### src/rtl/readout_ctrl.sv
// Frame readout controller: freezes the columns, strobes one Read per word,
// spaces words by WORD_CYCLES and closes the frame with a hold-off.
module readout_ctrl #(
    parameter int unsigned FREEZE_WAIT = 4,
    parameter int unsigned WORD_CYCLES = 27,
    parameter int unsigned MAX_WORDS   = 1024,
    parameter int unsigned HOLDOFF     = 2
) (
    input  logic        ClkOut,
    input  logic        Reset,
    input  logic        Enable,
    input  logic        TokenIn,
    output logic        Freeze,
    output logic        Read,
    output logic        Busy,
    output logic [15:0] WordCount,
    output logic        FrameDone,
    output logic        Truncated
);

    typedef enum logic [2:0] {
        IDLE,
        FREEZE,
        READ,
        WAIT,
        DONE
    } state_t;

    localparam logic [7:0]  FW_LOAD = 8'(FREEZE_WAIT - 1);
    localparam logic [7:0]  WC_LOAD = 8'(WORD_CYCLES - 2);
    localparam logic [7:0]  HO_LOAD = 8'(HOLDOFF - 1);
    localparam logic [15:0] WC_MAX  = 16'(MAX_WORDS);

    state_t      state;
    state_t      state_nx;
    logic [7:0]  cnt;
    logic [7:0]  cnt_nx;
    logic [15:0] words_nx;
    logic        freeze_nx;
    logic        read_nx;
    logic        busy_nx;
    logic        done_nx;
    logic        trunc_nx;

    logic go;
    logic cnt_zero;
    logic at_max;
    logic enter_read;
    logic enter_done;
    logic trunc_end;

    assign go       = Enable & TokenIn;
    assign cnt_zero = (cnt == 8'd0);
    assign at_max   = (WordCount == WC_MAX);

    always_ff @(posedge ClkOut or posedge Reset) begin
        if (Reset) begin
            state     <= IDLE;
            cnt       <= 8'd0;
            WordCount <= 16'd0;
            Freeze    <= 1'b0;
            Read      <= 1'b0;
            Busy      <= 1'b0;
            FrameDone <= 1'b0;
            Truncated <= 1'b0;
        end else begin
            state     <= state_nx;
            cnt       <= cnt_nx;
            WordCount <= words_nx;
            Freeze    <= freeze_nx;
            Read      <= read_nx;
            Busy      <= busy_nx;
            FrameDone <= done_nx;
            Truncated <= trunc_nx;
        end
    end

    always_comb begin
        state_nx   = state;
        cnt_nx     = cnt;
        words_nx   = WordCount;
        freeze_nx  = 1'b0;
        read_nx    = 1'b0;
        done_nx    = 1'b0;
        trunc_nx   = 1'b0;
        enter_read = 1'b0;
        enter_done = 1'b0;
        trunc_end  = 1'b0;

        unique case (state)
            IDLE: begin
                if (go) begin
                    state_nx  = FREEZE;
                    cnt_nx    = FW_LOAD;
                    words_nx  = 16'd0;
                    freeze_nx = 1'b1;
                end
            end
            FREEZE: begin
                freeze_nx = 1'b1;
                if (!cnt_zero) begin
                    cnt_nx = cnt - 8'd1;
                end else if (go) begin
                    enter_read = 1'b1;
                end else begin
                    enter_done = 1'b1;
                end
            end
            READ: begin
                freeze_nx = 1'b1;
                state_nx  = WAIT;
                cnt_nx    = WC_LOAD;
            end
            WAIT: begin
                freeze_nx = 1'b1;
                if (!cnt_zero) begin
                    cnt_nx = cnt - 8'd1;
                end else if (at_max) begin
                    enter_done = 1'b1;
                    trunc_end  = 1'b1;
                end else if (!go) begin
                    enter_done = 1'b1;
                end else begin
                    enter_read = 1'b1;
                end
            end
            DONE: begin
                if (cnt_zero) begin
                    state_nx = IDLE;
                end else begin
                    cnt_nx = cnt - 8'd1;
                end
            end
            default: begin
                state_nx = IDLE;
                cnt_nx   = 8'd0;
            end
        endcase

        // Count is bumped as the strobe is issued so WAIT sees the new total
        if (enter_read) begin
            state_nx  = READ;
            read_nx   = 1'b1;
            freeze_nx = 1'b1;
            words_nx  = at_max ? WordCount : WordCount + 16'd1;
        end

        if (enter_done) begin
            state_nx  = DONE;
            cnt_nx    = HO_LOAD;
            freeze_nx = 1'b0;
            done_nx   = 1'b1;
            trunc_nx  = trunc_end;
        end
    end

    assign busy_nx = (state_nx != IDLE);

endmodule

### config.mk
export PLATFORM = sky130hd
export DESIGN_NAME = readout_ctrl
export DESIGN_NICKNAME = d
export VERILOG_FILES = /design/src/rtl/readout_ctrl.sv
export SDC_FILE = /design/constraint.sdc
export NUM_CORES = 1
export LEC_CHECK = 0
export BUFFER_PORTS_ARGS = -buffer_cell sky130_fd_sc_hd__buf_2
export CORE_MARGIN = 4
export CORE_UTILIZATION = 56
export DETAILED_ROUTE_END_ITERATION = 16
export PLACE_DENSITY = 0.78
export SLEW_MARGIN = 20
export SYNTH_ARGS = -nofsm -noshare
export SYNTH_HDL_FRONTEND = slang
export SYNTH_SLANG_ARGS = --single-unit
### constraint.sdc
create_clock -name ClkOut -period 2.33 [get_ports ClkOut]
set_clock_uncertainty 0.05 [all_clocks]
set_input_delay 0.1165 -clock ClkOut [delete_from_list [all_inputs] [get_ports ClkOut]]
set_output_delay 0.1165 -clock ClkOut [all_outputs]
set_load 0.01 [all_outputs]
==> Yosys cells after proc, flatten, opt, wreduce, memory -nomap -nowiden <==
Cells that the tools add are included.
{ "word_totals": {"out_inout_bits": 21, "wordCells": 61, "register_bits": 32, "input_bits": 4} }
{ "op_classes": {"n_bitwise": 1, "addsub": 2, "eq_ne": 8, "muxes": 32, "n_reduce_logical": 10} }
{ "ops": {"columns": ["operator", "count"], "rows": [
  ["16-bit 2-to-1 mux", 4],
  ["8-bit 2-to-1 mux", 3],
  ["8-bit one-hot mux with 3 select lines", 1],
  ["16-bit by 1-bit adder with 16-bit output (second input constant)", 1],
  ["16-bit by 11-bit == test with 1-bit output (second input constant)", 1],
  ["1-bit 2-to-1 mux", 16],
  ["3-bit 2-to-1 mux", 4],
  ["3-bit one-hot mux with 4 select lines", 1],
  ["8-bit logical NOT", 1],
  ["8-bit by 1-bit subtractor with 8-bit output (second input constant)", 1],
  ["3-bit by 2-bit == test with 1-bit output (second input constant)", 2],
  ["1-bit one-hot mux with 2 select lines", 3],
  ["3-bit OR reduction", 2],
  ["2-bit nonzero test", 2],
  ["3-bit by 1-bit == test with 1-bit output (second input constant)", 1],
  ["3-bit == test (second input constant)", 1],
  ["3-bit logical NOT", 1],
  ["3-bit by 2-bit != test with 1-bit output (second input constant)", 1],
  ["3-bit != test (second input constant)", 1],
  ["3-bit AND reduction", 1],
  ["3-bit nonzero test", 1],
  ["2-bit != test (second input constant)", 1],
  ["2-bit AND reduction", 1],
  ["2-bit OR reduction", 1],
  ["1-bit AND", 1]
]} }

==> Longest topological paths before layout <==
Gate-level depths: netlist (run 1).
{ "depth": {"ltp_word": 8, "mapped_depth": 9, "ltp_nobuf": 7} }

==> Least setup slack after synthesis (run 1) <==
Ideal clock, no wire load.
{ "synth_timing": {"path_type": "flip-flop to flip-flop", "start": "register cnt[0]", "end": "register WordCount[14]", "setup_ps": 138, "n_path_buf": 2, "period_less_slack_ps": 2106, "slack_ps": 224, "stages_incl_launch_ff": 10, "t_required_ps": 2142, "arrival_ps": 1918, "cell_sequence": "dfrtp_1 inv_1 ha_1 nor3b_1 and3_1 a21boi_0 o21ba_2 buf_4 buf_4 a31oi_1"} }
{ "synth_between": {"elab_chain_cells": 5, "word_cells_on_any_way": 9, "cone_classes": "eq/ne: 1; mux: 4; reduce/logical: 4"} }
{ "synth_rtl": {"columns": ["element", "line", "rtl"], "rows": [
  ["start, declared", "36", "logic [7:0] cnt;"],
  ["start signal, assigned", "68", "cnt <= cnt_nx;"],
  ["8-bit logical NOT (*)", "53", "assign cnt_zero = (cnt == 8'd0);"],
  ["1-bit 2-to-1 mux, on equally long branches", "116, 101", null],
  ["1-bit one-hot mux with 2 select lines (*)", "90", "unique case (state)"],
  ["2-bit != test (no source line) or 2-bit nonzero test (tied branches)", null, null],
  ["3-bit AND reduction (no source line)", null, null],
  ["end signal, assigned", "69", "WordCount <= words_nx;"],
  ["end, declared", "16", "output logic [15:0] WordCount,"]
]} }
Mark *: on every way between the ends. The rest lies on a longest branch, timed or not.
A chain may end at the register's enable or synchronous reset.

==> Worst setup path in the final report (run 1) <==
{ "layout_timing": {"start": "register WordCount[0]", "end": "register cnt[5]"} }
{ "layout_between": {"elab_chain_cells": 6, "word_cells_on_any_way": 8, "cone_classes": "eq/ne: 3; mux: 4; reduce/logical: 1"} }
{ "layout_rtl": {"columns": ["element", "line", "rtl"], "rows": [
  ["16-bit by 11-bit == test with 1-bit output (*)", "54", "assign at_max = (WordCount == WC_MAX);"],
  ["1-bit 2-to-1 mux (*)", "118", "end else if (at_max) begin"],
  ["1-bit 2-to-1 mux (*)", "116", "if (!cnt_zero) begin"],
  ["1-bit one-hot mux with 2 select lines (*)", "90", null],
  ["3-bit != test (no source line) or 3-bit by 2-bit != test with 1-bit output (tied branches)", null, null],
  ["2-bit AND reduction (no source line)", null, null]
]} }
Marks and branches as above.

==> results of run 1 <==
Yosys cell counts, types with 3 or more instances:
| cell | n |
|---|---|
| dfrtp_1 | 32 |
| nand3_1 | 7 |
| or3_1 | 4 |
| ha_1 | 3 |
| a41oi_1 | 5 |
| or4_1 | 3 |
| a31oi_1 | 7 |
| a21boi_0 | 5 |
| nor2_1 | 14 |
| inv_1 | 10 |
| o211ai_1 | 4 |
| nand2b_1 | 3 |
| buf_4 | 3 |
| a21oi_1 | 17 |
| nand2_1 | 17 |
| o21ai_0 | 16 |
| nand4_1 | 6 |
| and3_1 | 4 |
| o21a_1 | 3 |
registers in the layout, indices dropped and copies added (netlist names):
signal / flops
Read: 1
Freeze: 1
Busy: 1
WordCount: 16
Truncated: 1
state: 3
cnt: 8
FrameDone: 1
metal layers:
metal | vias to the layer above | share of wire
met3 | 8 | 0.091
met2 | 97 | 0.47
met5 | - | 0
met4 | 0 | 0.017
met1 | 873 | 0.42
li1 | 838 | -
area by class of cell:
cell class | instances | share of cell area
multi-input combinational | 156 | 0.484
sequential | 32 | 0.363
timing repair buffer | 34 | 0.0896
tap | 44 | 0.0250
clock buffer | 6 | 0.0187
inverter | 10 | 0.0170
clock inverter | 1 | 0.00227
kinds of logic (layout without fill, tap and decap cells):
group	Yosys count	after routing	synth area share
and+or+nand+nor	81	81	0.265
AOI/OAI and AO/OA	70	71	0.244
DFF	32	32	0.421
buffers and inverters	17	51	0.0460
adders and majority gates	3	3	0.0197
muxes	1	1	0.00526
timing repair:
item / in CTS / in global routing
gates resized for setup: 0 / 10
buffers inserted: 0 / 3
endpoints found under the setup margin: 0 / 21
hold buffers: 1 / 0
hold endpoints to repair: 32 / 0
power by group through the flow:
stage	clock [mW]	combinational (mW)	sequential (mW)
floorplan	0	0.651	0.818
global placement	0	0.830	0.826
detailed placement	0	0.869	0.839
CTS	0.302	0.875	0.828
global route	0.342	1.05	0.864
finish	0.301	0.956	0.843
through the flow:
stage                     utilization  hold slack [ns]  setup slack (ns)  power, mW  area (sq um)
after detailed placement        0.658            0.168            0.0884       1.71          2070
after floorplan                     -            0.183             0.224       1.47          1900
final                           0.700            0.237            0.0702       2.10          2210
after global routing            0.700            0.247           -0.0192       2.25          2210
after global placement          0.658            0.162             0.243       1.66          2070
after CTS                       0.676            0.107            0.0652       2.00          2130
worst max-delay path: stages, from the launching register on:
cell and delay (ns):
dfrtp_1 0.45, inv_1 0.12, ha_1 0.16, nor4b_4 0.24
and2_4 0.24, a311oi_4 0.13, buf_4 0.19, or4_1 0.46
a21oi_1 0.14
path summary, 6_finish.rpt:
path | from | to | slack, ns | cells after the start
max reg2reg | WordCount[0]$_DFFE_PP0P_ | cnt[5]$_DFFE_PP0P_ | 0.07 | 8
min in group asynchronous | Reset | WordCount[0]$_DFFE_PP0P_ | 0.33 | 4
min reg2reg | cnt[7]$_DFFE_PP0P_ | cnt[7]$_DFFE_PP0P_ | 0.55 | 2
max | WordCount[0]$_DFFE_PP0P_ | cnt[5]$_DFFE_PP0P_ | 0.07 | 8
min | TokenIn | Read$_DFF_PP0_ | 0.24 | 4
max in group asynchronous | Reset | cnt[1]$_DFFE_PP0P_ | 1.59 | 4
==> results.toml, run 1 <==
[run_status]
status = "complete, no violations"

[global_route]
grt_use_met3 = 0.0714
antenna_found_initial = 0
grt.busiest_layer = "met2"
grt_pass1_vias = 1695
overflow = 0
grtUsageTotal = 0.240
grtUsageMet2 = 0.369
grt_max_degree = 33
grt_use_met1 = 0.312
grt_pass1_wl_um = 7970

[clock_tree]
worstSkewPairLatency_ns = 0.35
clock_sinks = 32
cts_buffers = 5
cts_tree = "yes"
cts_max_path_buffers = 2
cts_max_level = 2
clockRootBuffer = "clkbuf_4"
clk_pin_slew_ns = 0.11

[pwr]
p_leak_nw = 0.987
powerDensity_nw_per_um2 = 952
p_comb_frac = 0.455
power.switching_mw = 0.902
p_int_mw = 1.20
pwr-share-clk = 0.143
netSwitchingFraction = 0.430
p_seq_frac = 0.401
vdd_drop_max_mv = 0.458

[place]
gp_congestion = 0.886
dp_cells = 271
hpwl_um = 3260
numPortBuffers = 24

[timing]
drv_slew = 0
slew-limit-headroom = 0.593
finalSetupViolCount = 0
min_period_over_period = 0.970
fin_setup_tns_ns = 0
fin_crit_ns = 2.26
fmaxAchievable_mhz = 443
hold_viol_final = 0
tightest_slew_ns = 0.609

[floorplan]
die_area_sq_um = 4400
rows = 20
die_w_um = 66.3
start_util = 0.604
pin_count = 25
core_region_area_sq_um = 3150
die_h_um = 66.3

[routing]
postRouteAntennaNets = 0
routed_wl_um = 5000
first_pass_iters = 5
route.detailed.drc = 0
detail_route.vias_per_cell = 6.42
drt_iter0_drc = 227
vias = 1816
wl_per_cell_um = 17.7

[final_layout]
final_common_cell = "dfrtp_1"
finalNetCount = 246
seqCellArea_sq_um = 801
fillers = 251
drive_above_1_share = 0.259
area_growth_pct = 15.8
final_cell_mix = "32 x dfrtp_1, 24 x buf_2, 17 x nand2_1, 17 x a21oi_1, 16 x o21ai_0"
multi_input_area_sq_um = 1070
n_antenna_cell = 0
final_cells = 283

[synth]
synth.area.top_cells = "dfrtp_1 42%, a21oi_1 4.5%, o21ai_0 4.2%, nand2_1 3.4%, nor2_1 2.8%"
avgSynthCellArea_sq_um = 9.33
synth_edf_count = 0
seq_area_frac_synth = 0.420
synth_cells = 204
synth-main-ff-cell = "dfrtp_1"
async_reset_ff_frac = 1.00
ys_seq_elements = 32
yosysUniqueCellTypes = 53
yosys.area.top_type = "dfrtp_1"
synth.cell_area_sq_um = 1900
syn_nets = 211
yosysTopAreaCellShare = 0.420
ys_warn_count = 0

[critical_path]
cp-end-kind = "flop"
startpoint_type = "flop"
crit_type = "flop to flop"
worstPathArrival_ns = 2.48
crit_required_ns = 2.55
worstPathMaxFanout = 5

[hold_path]
hp-class = "input pin to flop"

[run]
drv_cap = 0
Power figures use the tool's default switching activity.
==> inputs of run 2 (changes only) <==
RECOVER_POWER = 25   (was unset)
==> results.toml, run 2 (synthesis gave the netlist of run 1 again) <==
[run_status]
status = "complete, no violations"

[critical_path]
startpoint_type = "flop"
cp-end-kind = "flop"
crit_type = "flop to flop"
crit_required_ns = 2.55
worstPathArrival_ns = 2.48
worstPathMaxFanout = 5

[final_layout]
n_antenna_cell = 0
finalNetCount = 246
fillers = 252
largest-register = "WordCount"
final_common_cell = "dfrtp_1"
area_growth_pct = 15.7
design_area_sq_um = 2200
multi_input_area_sq_um = 1070
seqCellArea_sq_um = 801
final_cell_mix = "32 x dfrtp_1, 24 x buf_2, 17 x nand2_1, 17 x a21oi_1, 16 x o21ai_0"
reg_top3 = "WordCount (16), cnt (8), state (3)"
drive_above_1_share = 0.259
largest_reg_flops = 16

[routing]
routed_wl_um = 5000
wl_per_cell_um = 17.7
first_pass_iters = 5
vias = 1820
postRouteAntennaNets = 0
drt_iter0_drc = 227
detail_route.vias_per_cell = 6.43
route.detailed.drc = 0

[floorplan]
rows = 20
die_area_sq_um = 4400
core_region_area_sq_um = 3150
die_h_um = 66.3
pin_count = 25
start_util = 0.604
die_w_um = 66.3

[hold_path]
hp-class = "input pin to flop"

[pwr]
vdd_drop_max_mv = 0.458
p_leak_nw = 0.986
powerDensity_nw_per_um2 = 953

[timing]
min_period_over_period = 0.970
drv_slew = 0
finalSetupViolCount = 0
fin_crit_ns = 2.26
slew-limit-headroom = 0.470
holdWs_ns = 0.237
fin_setup_tns_ns = 0
hold_viol_final = 0
tightest_slew_ns = 0.795
fmaxAchievable_mhz = 442

[global_route]
grtUsageTotal = 0.240
grt_pass1_wl_um = 7970
antenna_found_initial = 0
grt_max_degree = 33
overflow = 0
grt_pass1_vias = 1695

[place]
place_area_sq_um = 2070
gp_congestion = 0.886
hpwl_um = 3260
numPortBuffers = 24

[clock_tree]
worstSkewPairLatency_ns = 0.35
cts_tree = "yes"
clk_pin_slew_ns = 0.11
cts_max_path_buffers = 2
clockRootBuffer = "clkbuf_4"
cts_max_level = 2
clock_sinks = 32
cts_buffers = 5

[run]
drv_cap = 0
## run 2: cell types whose count changed in the layout (fill, tap and decap cells not counted)
| cell | delta |
|---|---|
| buf_4 | -1 |
| clkbuf_2 | +1 |
## run 2: layout make-up
type / count / area share
inverter: 10 / 0.0170
multi-input combinational: 156 / 0.485
sequential: 32 / 0.363
timing repair buffer: 34 / 0.0886
clock buffer: 6 / 0.0187
tap: 44 / 0.0250
clock inverter: 1 / 0.00227
## run 2: power by group
part	internal [mW]	leakage, nW	total (mW)	switching, mW
clock	0.111	0.0281	0.301	0.190
sequential	0.677	0.425	0.843	0.166
combinational	0.409	0.533	0.956	0.546
## run 2: worst paths after layout
path,from,to,slack (ns),depth (start not counted)
min in group asynchronous,Reset,WordCount[5]$_DFFE_PP0P_,0.47,4
max in group asynchronous,Reset,cnt[1]$_DFFE_PP0P_,1.24,4
setup reg to reg,WordCount[0]$_DFFE_PP0P_,cnt[5]$_DFFE_PP0P_,0.07,8
hold reg to reg,cnt[7]$_DFFE_PP0P_,cnt[7]$_DFFE_PP0P_,0.55,2
setup / recovery,WordCount[0]$_DFFE_PP0P_,cnt[5]$_DFFE_PP0P_,0.07,8
hold / removal,TokenIn,Read$_DFF_PP0_,0.24,4
## run 2: stage by stage
step / instances / setup WS (ns) / power, mW / utilization
6_report: 283 / 0.0698 / 2.10 / 0.699
5_1_grt: 283 / -0.0192 / 2.25 / 0.699
4_1_cts: 279 / 0.0652 / 2.00 / 0.676
3_5_place_dp: 271 / 0.0884 / 1.71 / 0.658
3_3_place_gp: 271 / 0.243 / 1.66 / 0.658
2_1_floorplan: 204 / 0.224 / 1.47 / -
## run 2: metal layers
layer  GRT usage  up-vias  wire length [um]
li1            -      839                 -
met1       0.312      871              2080
met2       0.369      102              2370
met3      0.0714        8               458
met4      0.0964        0                87
met5           0        -                 0
## run 2: critical path, stage by stage, from the launching register on
cell	delay (ns)
dfrtp_1	0.45
inv_1	0.12
ha_1	0.16
nor4b_4	0.24
and2_4	0.24
a311oi_4	0.13
buf_4	0.19
or4_1	0.46
a21oi_1	0.14
## run 2: repair_timing
action,CTS,global route
buffers inserted,0,3
hold endpoints to repair,32,0
gates resized for setup,0,10
setup endpoints to repair,0,21
hold buffers,1,0
